`src/rtl/fetch_queue.sv`:
```
// fetch_queue: {pc, instr} FIFO between fetch and decode; first-word-fall-through head with no empty bypass (1-cycle latency).
// Backpressure: in_ready drops only when full (no path from out_ready); flush/rst discard all entries and same-cycle traffic.
module fetch_queue #(
  parameter int DEPTH   = 8,
  parameter int PC_W    = 12,
  parameter int INSTR_W = 32
) (
  input  logic                       clk,
  input  logic                       rst,
  input  logic                       flush,
  input  logic                       in_valid,
  input  logic [PC_W-1:0]            in_pc,
  input  logic [INSTR_W-1:0]         in_instr,
  output logic                       in_ready,
  output logic                       out_valid,
  output logic [PC_W-1:0]            out_pc,
  output logic [INSTR_W-1:0]         out_instr,
  input  logic                       out_ready,
  output logic [$clog2(DEPTH+1)-1:0] count
);

  localparam int PTR_W = $clog2(DEPTH);
  localparam int CNT_W = $clog2(DEPTH+1);

  typedef struct packed {
    logic [PC_W-1:0]    pc;
    logic [INSTR_W-1:0] instr;
  } entry_t;

  entry_t           r_mem [DEPTH];
  logic [PTR_W-1:0] r_wr_ptr;
  logic [PTR_W-1:0] r_rd_ptr;
  logic [CNT_W-1:0] r_count;

  logic   w_full;
  logic   w_empty;
  logic   w_push;
  logic   w_pop;
  logic   w_clear;
  entry_t w_head;

  assign w_full  = (r_count == CNT_W'(DEPTH));
  assign w_empty = (r_count == '0);
  assign w_clear = rst || flush;
  assign w_push  = in_valid && !w_full;
  assign w_pop   = out_ready && !w_empty;

  assign in_ready  = !w_full;
  assign out_valid = !w_empty;
  assign count     = r_count;

  // Head is masked to zero when empty so decode never sees stale array data.
  assign w_head    = r_mem[r_rd_ptr];
  assign out_pc    = w_empty ? '0 : w_head.pc;
  assign out_instr = w_empty ? '0 : w_head.instr;

  always_ff @(posedge clk) begin
    if (w_push && !w_clear) begin
      r_mem[r_wr_ptr] <= '{pc: in_pc, instr: in_instr};
    end
  end

  always_ff @(posedge clk) begin
    if (w_clear) begin
      r_wr_ptr <= '0;
      r_rd_ptr <= '0;
      r_count  <= '0;
    end else begin
      if (w_push) begin
        r_wr_ptr <= r_wr_ptr + PTR_W'(1);
      end
      if (w_pop) begin
        r_rd_ptr <= r_rd_ptr + PTR_W'(1);
      end
      if (w_push && !w_pop) begin
        r_count <= r_count + CNT_W'(1);
      end else if (w_pop && !w_push) begin
        r_count <= r_count - CNT_W'(1);
      end
    end
  end

endmodule

```
`config.mk`:
```
export PLATFORM = sky130hd
export DESIGN_NAME = fetch_queue
export DESIGN_NICKNAME = d
export VERILOG_FILES = /design/src/rtl/fetch_queue.sv
export SDC_FILE = /design/constraint.sdc
export NUM_CORES = 1
export LEC_CHECK = 0
export ABC_CLOCK_PERIOD_IN_PS = 4800
export BUFFER_PORTS_ARGS = -buffer_cell sky130_fd_sc_hd__buf_2
export CORE_ASPECT_RATIO = 1.75
export CORE_MARGIN = 1
export CORE_UTILIZATION = 39
export CTS_CLUSTER_DIAMETER = 150
export DETAILED_ROUTE_END_ITERATION = 12
export PLACE_DENSITY = 0.61
export SLEW_MARGIN = 20
export SYNTH_ARGS = -nofsm -noshare
export SYNTH_HDL_FRONTEND = slang
export SYNTH_SLANG_ARGS = --single-unit
```
`constraint.sdc`:
```
create_clock -name clk -period 4.8 [get_ports clk]
set_input_delay 0.72 -clock clk [delete_from_list [all_inputs] [get_ports clk]]
set_output_delay 0.72 -clock clk [all_outputs]
set_load 0.01 [all_outputs]
```
-- Word-level counts from Yosys, hierarchy flattened
Memory sizes are Yosys's and may differ from the RTL's. A register that Yosys moved wholly into a read port is not among the register bits.
Cells that the tools add are included.
- bits in registers: 10
- latch bits: 0
- RAM bits: 352
- ROM bits: 0
- input bits: 49
- output and inout port bits: 50
- word-level logic and storage cells: 30
- memories: 1
- $add $sub $neg: 4
- multipliers: 0
- divide/modulo/power cells: 0
- magnitude comparators: 0
- equality and inequality tests: 1
- shifts and indexed selects: 0
- muxes and demuxes: 8
- bitwise logic cells: 0
- reductions and logical operators: 13
- memory list (name ; depth ; bits a word ; rd ports ; clocked after Yosys merged registers in ; write ports ; RTL line ; source):
    r_mem ; 8 ; 44 ; 1 ; 1 ; 1 ; 30 ; entry_t r_mem [DEPTH];
- operators by type and width (kind ; number):
    $mux W32 ; 1
    $mux W12 ; 1
    $mux W4 ; 2
    $add A3 B1 Y3 const B ; 2
    $mux W3 ; 2
    $logic_and A1 B1 Y1 ; 5
    $logic_not A1 Y1 ; 5
    $add A4 B1 Y4 const B ; 1
    $eq A4 B4 Y1 const B ; 1
    $logic_not A4 Y1 ; 1
    $sub A4 B1 Y4 const B ; 1
    $mux W1 ; 2
    $reduce_bool A2 Y1 ; 1
    $logic_or A1 B1 Y1 ; 1

-- Longest topological paths before layout
- word-level depth: 7
- gate-level depth with buffers: 11
- depth with buffers taken out: 10

-- Least setup slack after synthesis
No wires, ideal clock.
- path type: register -> register
- from: reg r_count[0] (netlist: count[0])
- to: mem r_mem[4][0] in the netlist's numbering, enable pin
- setup time: 0.500 ns
- arrival time: 4.024 ns
- required time: 4.300 ns
- setup slack: 0.276 ns
- stages on the path, launching flop included: 5
- buffers on the path: 1
- period minus slack after synthesis: 4.524 ns
- cells stage by stage: dfxtp_1 -> or4b_1 -> clkbuf_2 -> nand4_1 -> nor3_1
- cells in the longest elaborated chain, start to end: 6
- ends and longest elaborated chain (what ; RTL line ; source):
    from (decl) ; 33 ; logic [CNT_W-1:0] r_count;
    from (signal assigned) ; 76 ; r_count <= r_count + CNT_W'(1);
    from (signal assigned) ; 78 ; r_count <= r_count - CNT_W'(1);
    $eq A4 B4 Y1 ; 42 ; assign w_full = (r_count == CNT_W'(DEPTH));
    $logic_not A1 Y1 ; - ;
    via in_ready ; 14 ; output logic in_ready,
    $logic_and A1 B1 Y1 ; 45 ; assign w_push = in_valid && !w_full;
    $logic_and A1 B1 Y1 ; 58 ; if (w_push && !w_clear) begin
    $mux W1 ; 58 ;
    $mux W1 (implied by the code) ; 59 ; r_mem[r_wr_ptr] <= '{pc: in_pc, instr: in_instr};
    to (decl) ; 30 ;
The timed path passes the listed nets, and every way through them passes these cells.

==> qor.yml <==
sta:
  relSlewSlack: 0.351
  hold_ws_ps: 435
  post-route-min-period_ps: 3570
  worst_pin_slew_ps: 974
  skew_ps: 8.46
  rsz0062_at_grt: "no"
  setup_tns_ps: 0
  setup_viol: 0
  fmax_mhz: 280
  hold_viol: 0
  post-route-period-util: 0.744
  drv_slew: 0
critical_path:
  cp_max_fo: 42
  critical_path_required_ps: 4080
  cp.arrival_ps: 2850
  reg2reg_depth: 11
  reg2reg_to: "count[3]"
  cp-start-kind: "register"
  timing.rr.start: "count[1]"
  crit_end: "out_instr[26]"
  critPathCaptureType: "output pin"
  r2r_slack_ps: 1850
  crit_type: "reg -> out"
pwr:
  p_leak_nw: 5.01
  power.switching_w: 0.00142
  power_switching_share: 0.222
  pwr-share-clk: 0.354
  p_int_w: 0.00499
  pwr-share-comb: 0.091
  p_seq_frac: 0.555
  powerDensity_nw_per_um2: 400
  irDropWorstVdd_mv: 0.439
finish:
  fin_cells: 1233
  syn_to_final_growth_pct: 14.2
  final_net_count: 802
  diodes: 0
  fin_util: 0.453
  drive_gt1_frac: 0.336
placed_design:
  dp_cells: 1180
  gp_congestion: 0.685
  io_buffers: 98
  dpl.hpwl_um: 15100
routing:
  ant_nets: 0
  met1Wirelength_um: 10200
  wl_met3_um: 1050
  first_iter_violations: 383
  via_per_inst: 5.13
  dr.pass1.iters: 4
  dr.max_layer_used: "met5"
  wl_per_cell_um: 21.3
  drc: 0
  via_count: 6325
  wl_met2_um: 14400
  wirelength_um: 26200
floorplan:
  rows: 91
  coreArea_um2: 35300
  initial_utilization: 0.397
  die-area_um2: 36700
  io_pins: 99
  fp.dieW_um: 145
  die_height_um: 253
clock_tree:
  cts_sinks: 365
  cts_hold_buffers: 0
  cts_buffers: 30
  clk_pin_slew_ps: 70
  clk_latency_ps: 560
  cts_tree: "yes"
  cts_buffer_depth: 3
  cts_root_buffer: "clkbuf_16"
  htree_levels: 1
  postCtsSetupBuffers: 0
  ctsResizeCount: 0
grt:
  antenna_found_initial: 4
  grt_max_degree: 60
  grt_usage: 0.147
  grt_pass1_wl_um: 40300
  grt-ovfl-total: 0
  grt_pass1_vias: 6863
synth:
  synth_mux_area_frac: 0.174
  yosysTopAreaCell: "edfxtp_1"
  synth.top_cells.by_area: "edfxtp_1, mux4_2, mux2i_1, dfxtp_1, nor2_1"
  syn_area_per_cell_um2: 22.1
  synth_cells: 634
  synth_xor_area_frac: 0.00375
  synth_commonest_cells: "edfxtp_1, mux4_2, nor2_1"
  async_flop_share: 0
  yosysMostFrequentCell: "edfxtp_1"
  synth_compound_area_frac: 0.00322
  synth_top_family_by_area: "multiplexers"
  yosys.area_share.simple: 0.0264
  yosys_warnings: 0
  ys_seq_area_frac: 0.773
  yosysUniqueCellTypes: 34
  syn_nets: 689
  synth_edf_count: 352
  syn-cell-area_um2: 14000
  yosys.area_share.adder: 0.00590
  ys_seq_elements: 365
  ys.flop_type: "edfxtp_1"
  synth_top_area_frac: 0.755
worst_hold_path:
  min-delay-path-class: "in -> reg"
job:
  max_cap_violations: 0
outcome:
  outcome: "finished, final reports clean"
## cell type report
| cell class | count | area, um^2 |
|---|---|---|
| Clock buffer | 35 | 791 |
| Clock inverter | 18 | 109 |
| Fill cell | 3012 | 19300 |
| Inverter | 3 | 11.3 |
| Multi-Input combinational cell | 234 | 3040 |
| Sequential cell | 365 | 10800 |
| Tap cell | 465 | 582 |
| Timing Repair Buffer | 113 | 628 |
## flip-flops by register name, indices dropped and copies added (netlist names), named ones only
name / count
r_mem: 352
count: 4
r_rd_ptr: 3
r_wr_ptr: 3
## kinds of logic (layout without fill, tap and decap cells)
logic type,count (synthesis),count (layout)
XOR/XNOR,6,6
multiplexers,133,133
flip-flops,365,365
buffers and inverters,35,169
AND/OR/NAND/NOR,82,82
adder cells (fa/ha/maj),6,6
AO/OA/AOI/OAI,7,7
## through the flow
step	instance area, um^2	setup slack [ps]	power, W
2_1_floorplan	14000	276	0.00397
3_3_place_gp	15100	1640	0.00422
3_5_place_dp	15100	1680	0.00422
4_1_cts	16000	1110	0.00648
5_1_grt	16000	1020	0.00662
6_report	16000	1230	0.00641
## worst min-delay path by stage
stage,startpoint,endpoint,slack [ps],depth (start not counted)
finish,in_instr[21],r_mem[5][21],430,1
floorplan,r_rd_ptr[1],register,450,2
global route,in_instr[21],r_mem[5][21],420,1
CTS,in_pc[1],r_mem[2][33],410,1
detailed placement,r_rd_ptr[1],register,470,2
global placement,r_rd_ptr[1],register,460,2
## routing by layer
layer  global-route usage  vias up
li1                     -     2821
met1                0.170     3331
met2                0.275      124
met3               0.0213       43
met4               0.0526        6
met5                    0        -
## placed cells by master (no fill, tap or decap), drive strengths merged
| cell | Yosys | final |
|---|---|---|
| xnor2 | 1 | 1 |
| a211o | 1 | 1 |
| bufinv | 0 | 1 |
| buf | 19 | 113 |
| and2 | 1 | 1 |
| nand4 | 1 | 1 |
| a21oi | 4 | 4 |
| inv | 3 | 3 |
| mux2i | 45 | 45 |
| nand3 | 6 | 6 |
| or4b | 1 | 1 |
| or3 | 1 | 1 |
| clkinv | 0 | 15 |
| nand2b | 2 | 2 |
| nor4 | 1 | 1 |
| edfxtp | 352 | 352 |
| xor2 | 5 | 5 |
| mux4 | 88 | 88 |
| or2 | 1 | 1 |
| dfxtp | 13 | 13 |
| a211oi | 1 | 1 |
| ha | 5 | 5 |
| clkinvlp | 0 | 2 |
| nor2 | 61 | 61 |
| a31o | 1 | 1 |
| fa | 1 | 1 |
| nand2 | 5 | 5 |
| nor3 | 2 | 2 |
| clkbuf | 13 | 35 |
## power by group through the flow
| stage | Clock [W] | Sequential [W] | Combinational [W] |
|---|---|---|---|
| 6_report | 0.00227 | 0.00355 | 0.000583 |
| 5_1_grt | 0.00242 | 0.00356 | 0.000643 |
| 4_1_cts | 0.00232 | 0.00356 | 0.000602 |
| 3_5_place_dp | 0 | 0.00362 | 0.000600 |
| 3_3_place_gp | 0 | 0.00362 | 0.000594 |
| 2_1_floorplan | 0 | 0.00361 | 0.000370 |
## worst max-delay path, cell delays in order, from the launching register on
cell and delay (ps):
dfxtp_4 910, buf_4 370, mux4_2 530, mux2i_1 230
nor2_1 60, buf_2 160
Power figures use the tool's default switching activity.
